--- src/rtl/uart_pkg.sv ---
// Shared definitions for the UART transmit path: FSM encoding, frame shape
// and the constant functions used to size counters.
package uart_pkg;

    typedef enum logic [1:0] {
        ST_IDLE  = 2'd0,
        ST_START = 2'd1,
        ST_DATA  = 2'd2,
        ST_STOP  = 2'd3
    } tx_state_t;

    localparam int DATA_BITS = 8;
    localparam int STOP_BITS = 1;

    function automatic int clog2(input int value);
        int result;
        int v;
        result = 0;
        v = value - 1;
        while (v > 0) begin
            result = result + 1;
            v = v >> 1;
        end
        return result;
    endfunction

    function automatic int calc_clks_per_bit(input int clk_hz, input int baud);
        return clk_hz / baud;
    endfunction

endpackage

--- src/rtl/uart_sync_fifo.sv ---
// Synchronous FIFO with first-word-fall-through read data and occupancy count.
// Writes when full and reads when empty are ignored.
module uart_sync_fifo
    import uart_pkg::*;
#(
    parameter int DEPTH = 16,
    parameter int DW = 8,
    localparam int AW = clog2(DEPTH),
    localparam int LW = AW + 1
)(
    input  logic          clk,
    input  logic          rst,
    input  logic          wr,
    input  logic [DW-1:0] wr_data,
    input  logic          rd,
    output logic [DW-1:0] rd_data,
    output logic          full,
    output logic          empty,
    output logic [LW-1:0] level
);

    logic [DW-1:0] mem_r [DEPTH];
    logic [AW-1:0] wr_ptr_r;
    logic [AW-1:0] rd_ptr_r;
    logic [LW-1:0] level_r;
    logic          wr_en_s;
    logic          rd_en_s;

    assign full    = (level_r == LW'(DEPTH));
    assign empty   = (level_r == {LW{1'b0}});
    assign wr_en_s = wr & ~full;
    assign rd_en_s = rd & ~empty;
    assign rd_data = mem_r[rd_ptr_r];
    assign level   = level_r;

    // Storage array; contents need no reset since the pointers define validity.
    always_ff @(posedge clk) begin
        if (wr_en_s) begin
            mem_r[wr_ptr_r] <= wr_data;
        end
    end

    // Pointers and occupancy; a simultaneous push and pop leaves the level unchanged.
    always_ff @(posedge clk or posedge rst) begin
        if (rst) begin
            wr_ptr_r <= {AW{1'b0}};
            rd_ptr_r <= {AW{1'b0}};
            level_r  <= {LW{1'b0}};
        end else begin
            if (wr_en_s) begin
                wr_ptr_r <= wr_ptr_r + {{(AW-1){1'b0}}, 1'b1};
            end
            if (rd_en_s) begin
                rd_ptr_r <= rd_ptr_r + {{(AW-1){1'b0}}, 1'b1};
            end
            case ({wr_en_s, rd_en_s})
                2'b10:   level_r <= level_r + {{(LW-1){1'b0}}, 1'b1};
                2'b01:   level_r <= level_r - {{(LW-1){1'b0}}, 1'b1};
                default: level_r <= level_r;
            endcase
        end
    end

endmodule

--- src/rtl/uart_tx_flow.sv ---
// Buffered 8N1 UART transmitter with CTS flow control; CTS is only honoured
// at frame boundaries so a started frame always completes.
module uart_tx_flow
    import uart_pkg::*;
#(
    parameter int CLK_HZ = 100000000,
    parameter int BAUD = 115200,
    parameter int FIFO_DEPTH = 16,
    localparam int LEVEL_W = clog2(FIFO_DEPTH) + 1
)(
    input  logic               CLK_100_I,
    input  logic               RST_I,
    input  logic [7:0]         BYTE_I,
    input  logic               WR_I,
    input  logic               CTS_I,
    output logic               SERIAL_O,
    output logic               FULL_O,
    output logic [LEVEL_W-1:0] LEVEL_O,
    output logic               BUSY_O,
    output logic               DONE_O,
    output logic               OVF_O
);

    localparam int CPB = calc_clks_per_bit(CLK_HZ, BAUD);
    localparam int BW  = clog2(CPB);
    localparam logic [2:0] LAST_DATA = 3'(DATA_BITS - 1);
    localparam logic [2:0] LAST_STOP = 3'(STOP_BITS - 1);

    tx_state_t              state_r, state_n;
    logic [BW-1:0]          baud_cnt_r, baud_n;
    logic [2:0]             bit_idx_r, bit_n;
    logic [DATA_BITS-1:0]   shift_r, shift_n;
    logic                   serial_r, serial_n;
    logic                   done_r, done_n;
    logic                   busy_r, busy_n;
    logic                   ovf_r;
    logic                   cts_meta_r, cts_sync_r;
    logic                   pop_s;
    logic                   bit_end_s;
    logic                   can_start_s;
    logic [7:0]             head_s;
    logic                   fifo_full_s;
    logic                   fifo_empty_s;
    logic [LEVEL_W-1:0]     fifo_level_s;

    uart_sync_fifo #(
        .DEPTH (FIFO_DEPTH),
        .DW    (8)
    ) u_fifo (
        .clk     (CLK_100_I),
        .rst     (RST_I),
        .wr      (WR_I),
        .wr_data (BYTE_I),
        .rd      (pop_s),
        .rd_data (head_s),
        .full    (fifo_full_s),
        .empty   (fifo_empty_s),
        .level   (fifo_level_s)
    );

    assign bit_end_s   = (baud_cnt_r == BW'(CPB - 1));
    assign can_start_s = ~fifo_empty_s & cts_sync_r;

    // Two-stage synchroniser for the asynchronous clear-to-send input.
    always_ff @(posedge CLK_100_I or posedge RST_I) begin
        if (RST_I) begin
            cts_meta_r <= 1'b0;
            cts_sync_r <= 1'b0;
        end else begin
            cts_meta_r <= CTS_I;
            cts_sync_r <= cts_meta_r;
        end
    end

    // Sticky overflow flag, judged on the pre-edge full condition.
    always_ff @(posedge CLK_100_I or posedge RST_I) begin
        if (RST_I) begin
            ovf_r <= 1'b0;
        end else if (WR_I && fifo_full_s) begin
            ovf_r <= 1'b1;
        end else begin
            ovf_r <= ovf_r;
        end
    end

    // Transmitter state and registered line outputs.
    always_ff @(posedge CLK_100_I or posedge RST_I) begin
        if (RST_I) begin
            state_r    <= ST_IDLE;
            baud_cnt_r <= {BW{1'b0}};
            bit_idx_r  <= 3'd0;
            shift_r    <= {DATA_BITS{1'b0}};
            serial_r   <= 1'b1;
            done_r     <= 1'b0;
            busy_r     <= 1'b0;
        end else begin
            state_r    <= state_n;
            baud_cnt_r <= baud_n;
            bit_idx_r  <= bit_n;
            shift_r    <= shift_n;
            serial_r   <= serial_n;
            done_r     <= done_n;
            busy_r     <= busy_n;
        end
    end

    // Next-state logic; outputs are computed one cycle early so they leave flops.
    always_comb begin
        state_n  = state_r;
        baud_n   = baud_cnt_r + {{(BW-1){1'b0}}, 1'b1};
        bit_n    = bit_idx_r;
        shift_n  = shift_r;
        serial_n = serial_r;
        done_n   = 1'b0;
        pop_s    = 1'b0;
        case (state_r)
            ST_IDLE: begin
                baud_n = {BW{1'b0}};
                bit_n  = 3'd0;
                if (can_start_s) begin
                    state_n  = ST_START;
                    pop_s    = 1'b1;
                    shift_n  = head_s;
                    serial_n = 1'b0;
                end else begin
                    serial_n = 1'b1;
                end
            end
            ST_START: begin
                if (bit_end_s) begin
                    state_n  = ST_DATA;
                    baud_n   = {BW{1'b0}};
                    bit_n    = 3'd0;
                    serial_n = shift_r[0];
                    shift_n  = {1'b0, shift_r[DATA_BITS-1:1]};
                end else begin
                    serial_n = 1'b0;
                end
            end
            ST_DATA: begin
                if (bit_end_s) begin
                    baud_n = {BW{1'b0}};
                    bit_n  = bit_idx_r + 3'd1;
                    if (bit_idx_r == LAST_DATA) begin
                        state_n  = ST_STOP;
                        serial_n = 1'b1;
                    end else begin
                        serial_n = shift_r[0];
                        shift_n  = {1'b0, shift_r[DATA_BITS-1:1]};
                    end
                end else begin
                    serial_n = serial_r;
                end
            end
            ST_STOP: begin
                if (bit_end_s) begin
                    baud_n = {BW{1'b0}};
                    if (bit_idx_r == LAST_STOP) begin
                        bit_n = 3'd0;
                        if (can_start_s) begin
                            state_n  = ST_START;
                            pop_s    = 1'b1;
                            shift_n  = head_s;
                            serial_n = 1'b0;
                        end else begin
                            state_n  = ST_IDLE;
                            serial_n = 1'b1;
                        end
                    end else begin
                        bit_n = bit_idx_r + 3'd1;
                    end
                end else begin
                    done_n = (baud_cnt_r == BW'(CPB - 2)) && (bit_idx_r == LAST_STOP);
                end
            end
            default: begin
                state_n  = ST_IDLE;
                baud_n   = {BW{1'b0}};
                serial_n = 1'b1;
            end
        endcase
        busy_n = (state_n != ST_IDLE);
    end

    assign SERIAL_O = serial_r;
    assign FULL_O   = fifo_full_s;
    assign LEVEL_O  = fifo_level_s;
    assign BUSY_O   = busy_r;
    assign DONE_O   = done_r;
    assign OVF_O    = ovf_r;

endmodule

--- config.mk ---
export PLATFORM = sky130hd
export DESIGN_NAME = uart_tx_flow
export DESIGN_NICKNAME = d
export VERILOG_FILES = /design/src/rtl/uart_pkg.sv /design/src/rtl/uart_sync_fifo.sv /design/src/rtl/uart_tx_flow.sv
export SDC_FILE = /design/constraint.sdc
export NUM_CORES = 1
export LEC_CHECK = 0
export CAP_MARGIN = 20
export CORE_ASPECT_RATIO = 0.75
export CORE_UTILIZATION = 60
export CTS_CLUSTER_SIZE = 12
export DETAILED_ROUTE_END_ITERATION = 6
export GPL_TIMING_DRIVEN = 1
export PLACE_DENSITY = 0.78
export SLEW_MARGIN = 5
export SYNTH_ARGS = -nofsm -noshare
export SYNTH_HDL_FRONTEND = slang
export SYNTH_SLANG_ARGS = --single-unit
--- constraint.sdc ---
create_clock -name CLK_100_I -period 3 [get_ports CLK_100_I]
set_input_delay 0.45 -clock CLK_100_I [delete_from_list [all_inputs] [get_ports CLK_100_I]]
set_output_delay 0.45 -clock CLK_100_I [all_outputs]
set_load 0.03 [all_outputs]
==> flow_summary.json, run 1 <==
{
  "path_class": "reg -> reg",
  "finish.utilization_pct": 71.6,
  "crit_arrival_ns": 3.16,
  "cp.required_ns": 3.35,
  "final_layout_size_suffix_gt1_share_pct": 22.9,
  "power_density_mw_per_mm2": 911,
  "yosysSeqAreaShare_pct": 67.8,
  "leakage_nw": 3.01,
  "fin_area_mm2": 0.00834,
  "synth.distinct_cells": 48,
  "start_util_pct": 61.9,
  "areaGrowthSynthToFinish_pct": 15.5,
  "antenna_found_initial": 0,
  "ir_worst_vdd_mv": 0.496,
  "grt_pass1_vias": 4251,
  "syn_inst": 470,
  "dp_cells": 661,
  "whs_ns": 0.351,
  "crit_fanout": 4,
  "drv_slew": 0,
  "relSlewSlack_pct": 40.1,
  "drc": 0,
  "antenna_left": 0,
  "avgSynthCellArea_um2": 15.4,
  "worstMarginPinSlew_ns": 0.893,
  "stdcell_count": 694,
  "grt-ovfl-total": 0,
  "status": "finished, final reports clean",
  "cp-end-kind": "register",
  "tritoncts": "built",
  "fin_crit_ns": 2.81,
  "rows": 34,
  "numPortBuffers": 21,
  "fin_crit_sh_pct": 93.5,
  "cts_max_path_buffers": 2,
  "synth-edff-count": 128,
  "drt_iter0_markers": 536,
  "cp-start-kind": "register",
  "path_cells": "inv_1 > ha_1 > and3b_1 > a41oi_2 > nor3_2 > ha_2 > inv_1 > fa_1 > nor2b_1 > o21ai_0 > and3_1 > nor3_2 > xor2_1",
  "cp_slowest_stage_delay_ns": 0.41,
  "die_area_mm2": 0.0125,
  "cts_hold_buf": 0,
  "clkLatencyLatePin_ns": 0.43,
  "multi_input_area_mm2": 0.00221,
  "core-area_mm2": 0.0117,
  "grt_pass1_wl_mm": 22.8,
  "ys.flop_type": "edfxtp_1",
  "ctsRootBufferMaster": "clkbuf_16",
  "async_flop_share_pct": 24.7,
  "clk_pin_slew_ns": 0.06,
  "crit_path_start": "bit_idx_r[0]",
  "track_usage_pct": 25.5,
  "vias_per_cell": 6.05,
  "hold_viol": 0,
  "vias": 4197,
  "setup_viol": 0,
  "cts.sinks": 170,
  "hp-start": "cts_meta_r",
  "max_freq_mhz": 356,
  "fp.dieW_um": 129,
  "firstDrtPassIters": 5,
  "hold_path_class": "reg -> reg",
  "slowest_stage": "dfrtp_1",
  "hold_path_depth": 0,
  "pin_count": 22,
  "routed_wl_mm": 14.5,
  "avgRoutedWirePerCell_um": 20.8,
  "hpwlAfterDp_mm": 9.68,
  "reg2reg_slack_ns": 0.19,
  "r2r.worst_path.cells": 13,
  "htree_levels": 4,
  "grt_max_degree": 26,
  "max_cap_violations": 0,
  "cts_buffers": 17,
  "fin_skew_ns": 0.00757,
  "r2r_end": "u_fifo.level[4]",
  "register_area_mm2": 0.00490,
  "total_power_w": 0.00760,
  "synth-seq-cells": 170,
  "dieHeight_um": 97.0,
  "num-fill-cells": 735,
  "antenna_cells": 0,
  "nets": 550,
  "syn_area_mm2": 0.00722,
  "placed_cell_area_mm2": 0.00775,
  "holdPathEnd": "cts_sync_r",
  "routabilityCongestion": 0.901,
  "ys.warnings.count": 0,
  "synth_nets": 501,
  "r2r_start": "bit_idx_r[0]"
}
-- report_power, final --
part	total [W]	internal, W	switching (W)
registers	0.00327	0.00290	0.000374
logic	0.00232	0.00107	0.00125
clock network	0.00200	0.00107	0.000933
-- sequential cells by signal (all words and copies together), names as in the netlist --
register	flops
BUSY_O	1
DONE_O	1
OVF_O	1
SERIAL_O	1
baud_cnt_r	10
bit_idx_r	3
cts_meta_r	1
cts_sync_r	1
shift_r	8
state_r	2
u_fifo.level	5
u_fifo.mem_r	128
u_fifo.rd_ptr_r	4
u_fifo.wr_ptr_r	4
-- repair_timing --
action / in CTS / in global routing
setup endpoints to repair: 0 / 1
buffers inserted: 0 / 1
gates resized for setup: 0 / 6
-- cells by family after synthesis --
group                    share of synthesized area (%)
adder cells (fa/ha/maj)                           3.40
multiplexers                                      11.7
AND/OR/NAND/NOR                                   7.21
buffers and inverters                             2.08
AO/OA/AOI/OAI                                     5.61
XOR/XNOR                                          2.18
flip-flops                                        67.8
-- final cells by class --
class                      instances  area share (%)
timing repair buffer              49            5.04
clock buffer                      17            5.10
clock inverter                    15            1.41
sequential                       170            58.7
tap                              162            2.43
multi-input combinational        263            26.5
inverter                          18           0.810
-- critical path: cells and delay by family (launching register included) --
family	cells	cell delay [ns]
and+or+nand+nor	5	0.93
xor gates and xnor gates	1	0.15
AOI/OAI and AO/OA	2	0.25
DFF	1	0.41
adders and majority gates	3	0.85
buffers and inverters	2	0.16
-- stage by stage --
stage	worst slack, ns	TNS [ns]
after CTS	0.0571	0
after global placement	0.225	0
final	0.194	0
after detailed placement	0.0713	0
after floorplan	0.270	0
after global routing	-0.000787	-0.000787
-- synthesized netlist by cell type (9+ instances only) --
cell type	count	share of area [%]
buf_2	9	0.62
dfrtp_1	41	14
edfxtp_1	128	53
ha_1	18	3.1
inv_1	18	0.94
mux2_2	30	4.7
mux4_2	19	5.9
nand2_1	26	1.4
nor2_1	34	1.8
nor3_1	15	1.0
o21ai_0	16	1.1
o22ai_1	16	1.4
xnor2_1	11	1.3
-- worst max-delay path by stage --
stage               cells after the start  slack, ns         endpoint
global route                           11    -0.0008  u_fifo.level[4]
detailed placement                     12       0.07  u_fifo.level[4]
CTS                                    12       0.06  u_fifo.level[4]
finish                                 13       0.19  u_fifo.level[4]
global placement                       12       0.22  u_fifo.level[4]
floorplan                              10       0.27  u_fifo.level[4]
-- layout by cell type (no fill, tap or decap), types with 5 or more instances in the layout --
master / netlist / layout
xnor2_1: 11 / 11
dfrtp_1: 41 / 40
mux2_2: 30 / 30
o21ai_0: 16 / 16
a21oi_1: 5 / 5
nand2b_1: 8 / 8
inv_1: 18 / 17
mux2i_1: 8 / 8
buf_4: 0 / 28
nand2_1: 26 / 26
nor3_1: 15 / 14
edfxtp_1: 128 / 128
clkdlybuf4s50_1: 0 / 21
ha_1: 18 / 16
clkbuf_16: 0 / 17
nor2_1: 34 / 34
xor2_1: 7 / 7
nand3_1: 5 / 5
o22ai_1: 16 / 16
mux4_2: 19 / 19
a211oi_1: 7 / 7
-- per-layer routing --
metal	track usage [%]	wire, µm
met5	0	0
met4	7.87	217
met3	6.14	855
met2	41.0	7290
met1	34.6	6090
No activity file was read; power rests on OpenSTA's default activity.
==> inputs of run 2 (changes only) <==
--- a/config.mk
+++ b/config.mk
@@ -16,3 +16,4 @@
 export SYNTH_ARGS = -nofsm -noshare
 export SYNTH_HDL_FRONTEND = slang
 export SYNTH_SLANG_ARGS = --single-unit
+export TNS_END_PERCENT = 30
==> results of run 2 <==
The final DEF is identical to that of run 1; final timing and power are the same.
==> inputs of run 3 (changes only) <==
--- a/config.mk
+++ b/config.mk
@@ -11,7 +11,7 @@
 export CTS_CLUSTER_SIZE = 12
 export DETAILED_ROUTE_END_ITERATION = 6
 export GPL_TIMING_DRIVEN = 1
-export PLACE_DENSITY = 0.78
+export PLACE_DENSITY_LB_ADDON = 0.1
 export SLEW_MARGIN = 5
 export SYNTH_ARGS = -nofsm -noshare
 export SYNTH_HDL_FRONTEND = slang
==> constraint.sdc (replaced) <==
create_clock -name CLK_100_I -period 3 [get_ports CLK_100_I]
set_input_delay 0.45 -clock CLK_100_I [delete_from_list [all_inputs] [get_ports CLK_100_I]]
set_output_delay 0.45 -clock CLK_100_I [all_outputs]
set_load 0.005 [all_outputs]
==> run 3 against run 2 <==
Via count shrank 2.8%. Fmax grew 1.5%. Wire length shrank 0.56%. Register-to-register slack gained 0.04 ns. Design area grew 0.51%. Critical path type unchanged. Critical endpoint unchanged. Clock-buffer cell count grew 3.
==> flow_summary.json, run 3 (synthesis gave the netlist of run 1 again) <==
{
  "regMostFlops": "u_fifo.mem_r",
  "cp-start-kind": "register",
  "setup_viol": 0,
  "rows": 34,
  "worst_slack_ns": 0.235,
  "antenna_found_initial": 0,
  "final_common_cell": "edfxtp_1",
  "r2r.worst_path.cells": 11,
  "final_layout_size_suffix_gt1_share_pct": 22.4,
  "ctsRootBufferMaster": "clkbuf_16",
  "worstMarginPinSlew_ns": 0.750,
  "status": "finished, final reports clean",
  "cts_buffers": 17,
  "top_regs": "u_fifo.mem_r (128), baud_cnt_r (10), shift_r (8)",
  "vias": 4081,
  "start_util_pct": 61.9,
  "cp-end-kind": "register",
  "fp.dieW_um": 129,
  "die_area_mm2": 0.0125,
  "cts_max_path_buffers": 2,
  "tns_ns": 0,
  "cp_slowest_stage_delay_ns": 0.44,
  "fin_area_mm2": 0.00838,
  "clkLatencyLatePin_ns": 0.42,
  "path_cells": "nor4b_4 > a41oi_1 > nor3_2 > ha_2 > inv_1 > fa_1 > nor2b_1 > o21ai_0 > and3_1 > nor3_1 > xor2_1",
  "drc": 0,
  "cts_hold_buf": 0,
  "leakage_nw": 3.04,
  "antenna_cells": 0,
  "tritoncts": "built",
  "placed_cell_area_mm2": 0.00777,
  "nets": 550,
  "crit_fanout": 4,
  "finish.utilization_pct": 71.9,
  "fin_crit_sh_pct": 92.2,
  "numPortBuffers": 21,
  "dieHeight_um": 97.0,
  "htree_levels": 4,
  "grt_max_degree": 33,
  "hold_path_class": "in -> async",
  "power_density_mw_per_mm2": 912,
  "register_area_mm2": 0.00490,
  "avgRoutedWirePerCell_um": 20.7,
  "num-fill-cells": 793,
  "hpwlAfterDp_mm": 9.51,
  "routabilityCongestion": 0.893,
  "cp.required_ns": 3.35,
  "r2r_start": "baud_cnt_r[3]",
  "grt_pass1_wl_mm": 22.9,
  "vias_per_cell": 5.88,
  "core-area_mm2": 0.0117,
  "areaGrowthSynthToFinish_pct": 16.1,
  "pin_count": 22,
  "path_class": "reg -> reg",
  "routed_wl_mm": 14.4,
  "clk_pin_slew_ns": 0.07,
  "crit_family": "simple AND/OR/NAND/NOR gates",
  "multi_input_area_mm2": 0.00219,
  "fin_crit_ns": 2.77,
  "max_freq_mhz": 362,
  "slowest_stage": "dfrtp_1",
  "drt_iter0_markers": 343,
  "firstDrtPassIters": 5,
  "hold_viol": 0,
  "fin_skew_ns": 0.0131,
  "final_cell_mix": "edfxtp_1 (128), dfrtp_1 (40), nor2_1 (34), mux2_2 (30), buf_4 (27)",
  "reg2reg_slack_ns": 0.23,
  "largest_reg_flops": 128,
  "ir_worst_vdd_mv": 0.570,
  "place_ws_ns": 0.195,
  "grt-ovfl-total": 0,
  "cp_num_buf_inv": 1,
  "r2r_end": "u_fifo.level[4]",
  "grt_pass1_vias": 4108,
  "rsz0062_at_grt": "no",
  "drv_slew": 0,
  "crit_arrival_ns": 3.11,
  "track_usage_pct": 25.5,
  "antenna_left": 0,
  "max_cap_violations": 0,
  "cts.sinks": 170,
  "relSlewSlack_pct": 50.0
}
==> run 3: layout make-up <==
| cell class | count | share of cell area [%] |
|---|---|---|
| Clock buffer | 20 | 5.72 |
| Timing Repair Buffer | 49 | 5.16 |
| Inverter | 18 | 0.806 |
| Multi-Input combinational cell | 263 | 26.1 |
| Clock inverter | 12 | 1.42 |
| Sequential cell | 170 | 58.4 |
| Tap cell | 162 | 2.42 |
==> run 3: stage by stage <==
stage	total power, W	hold slack (ns)	std cells
after floorplan	0.00475	0.331	470
final	0.00764	0.242	694
after CTS	0.00766	0.243	694
after global placement	0.00540	0.378	661
after detailed placement	0.00547	0.384	662
after global routing	0.00802	0.256	694
==> run 3: repair_timing <==
action | CTS | global route
resized for setup | 0 | 2
setup buffers | 0 | 0
endpoints found under the setup margin | 0 | 1
==> run 3: layer usage <==
| metal | GRT usage, % | wire length [µm] | vias up |
|---|---|---|---|
| met5 | 0 | 0 | - |
| met4 | 7.96 | 182 | 0 |
| met3 | 5.03 | 625 | 14 |
| met2 | 37.5 | 6640 | 107 |
| met1 | 38.8 | 6920 | 2083 |
| li1 | - | - | 1877 |
==> run 3: worst max-delay path by stage <==
stage / from / to / slack [ns] / depth (start not counted)
3_5_place_dp: baud_cnt_r[3] / u_fifo.level[4] / 0.19 / 11
5_1_grt: bit_idx_r[1] / u_fifo.level[4] / 0.01 / 13
4_1_cts: baud_cnt_r[3] / u_fifo.level[4] / 0.17 / 11
6_report: baud_cnt_r[3] / u_fifo.level[4] / 0.23 / 11
3_3_place_gp: baud_cnt_r[3] / u_fifo.level[4] / 0.26 / 11
2_1_floorplan: state_r[1] / u_fifo.level[4] / 0.30 / 12
==> run 3: worst reg2reg max path, cell delays in order, from the launching register on <==
cell and delay [ns]:
dfrtp_1 0.44, nor4b_4 0.34, a41oi_1 0.21, nor3_2 0.26
ha_2 0.25, inv_1 0.08, fa_1 0.39, nor2b_1 0.11
o21ai_0 0.10, and3_1 0.19, nor3_1 0.17, xor2_1 0.16
==> run 3: power by group <==
part | internal (W) | leakage, nW | switching [W]
registers | 0.00290 | 1.69 | 0.000370
logic | 0.00106 | 1.06 | 0.00114
clock network | 0.00120 | 0.294 | 0.000970
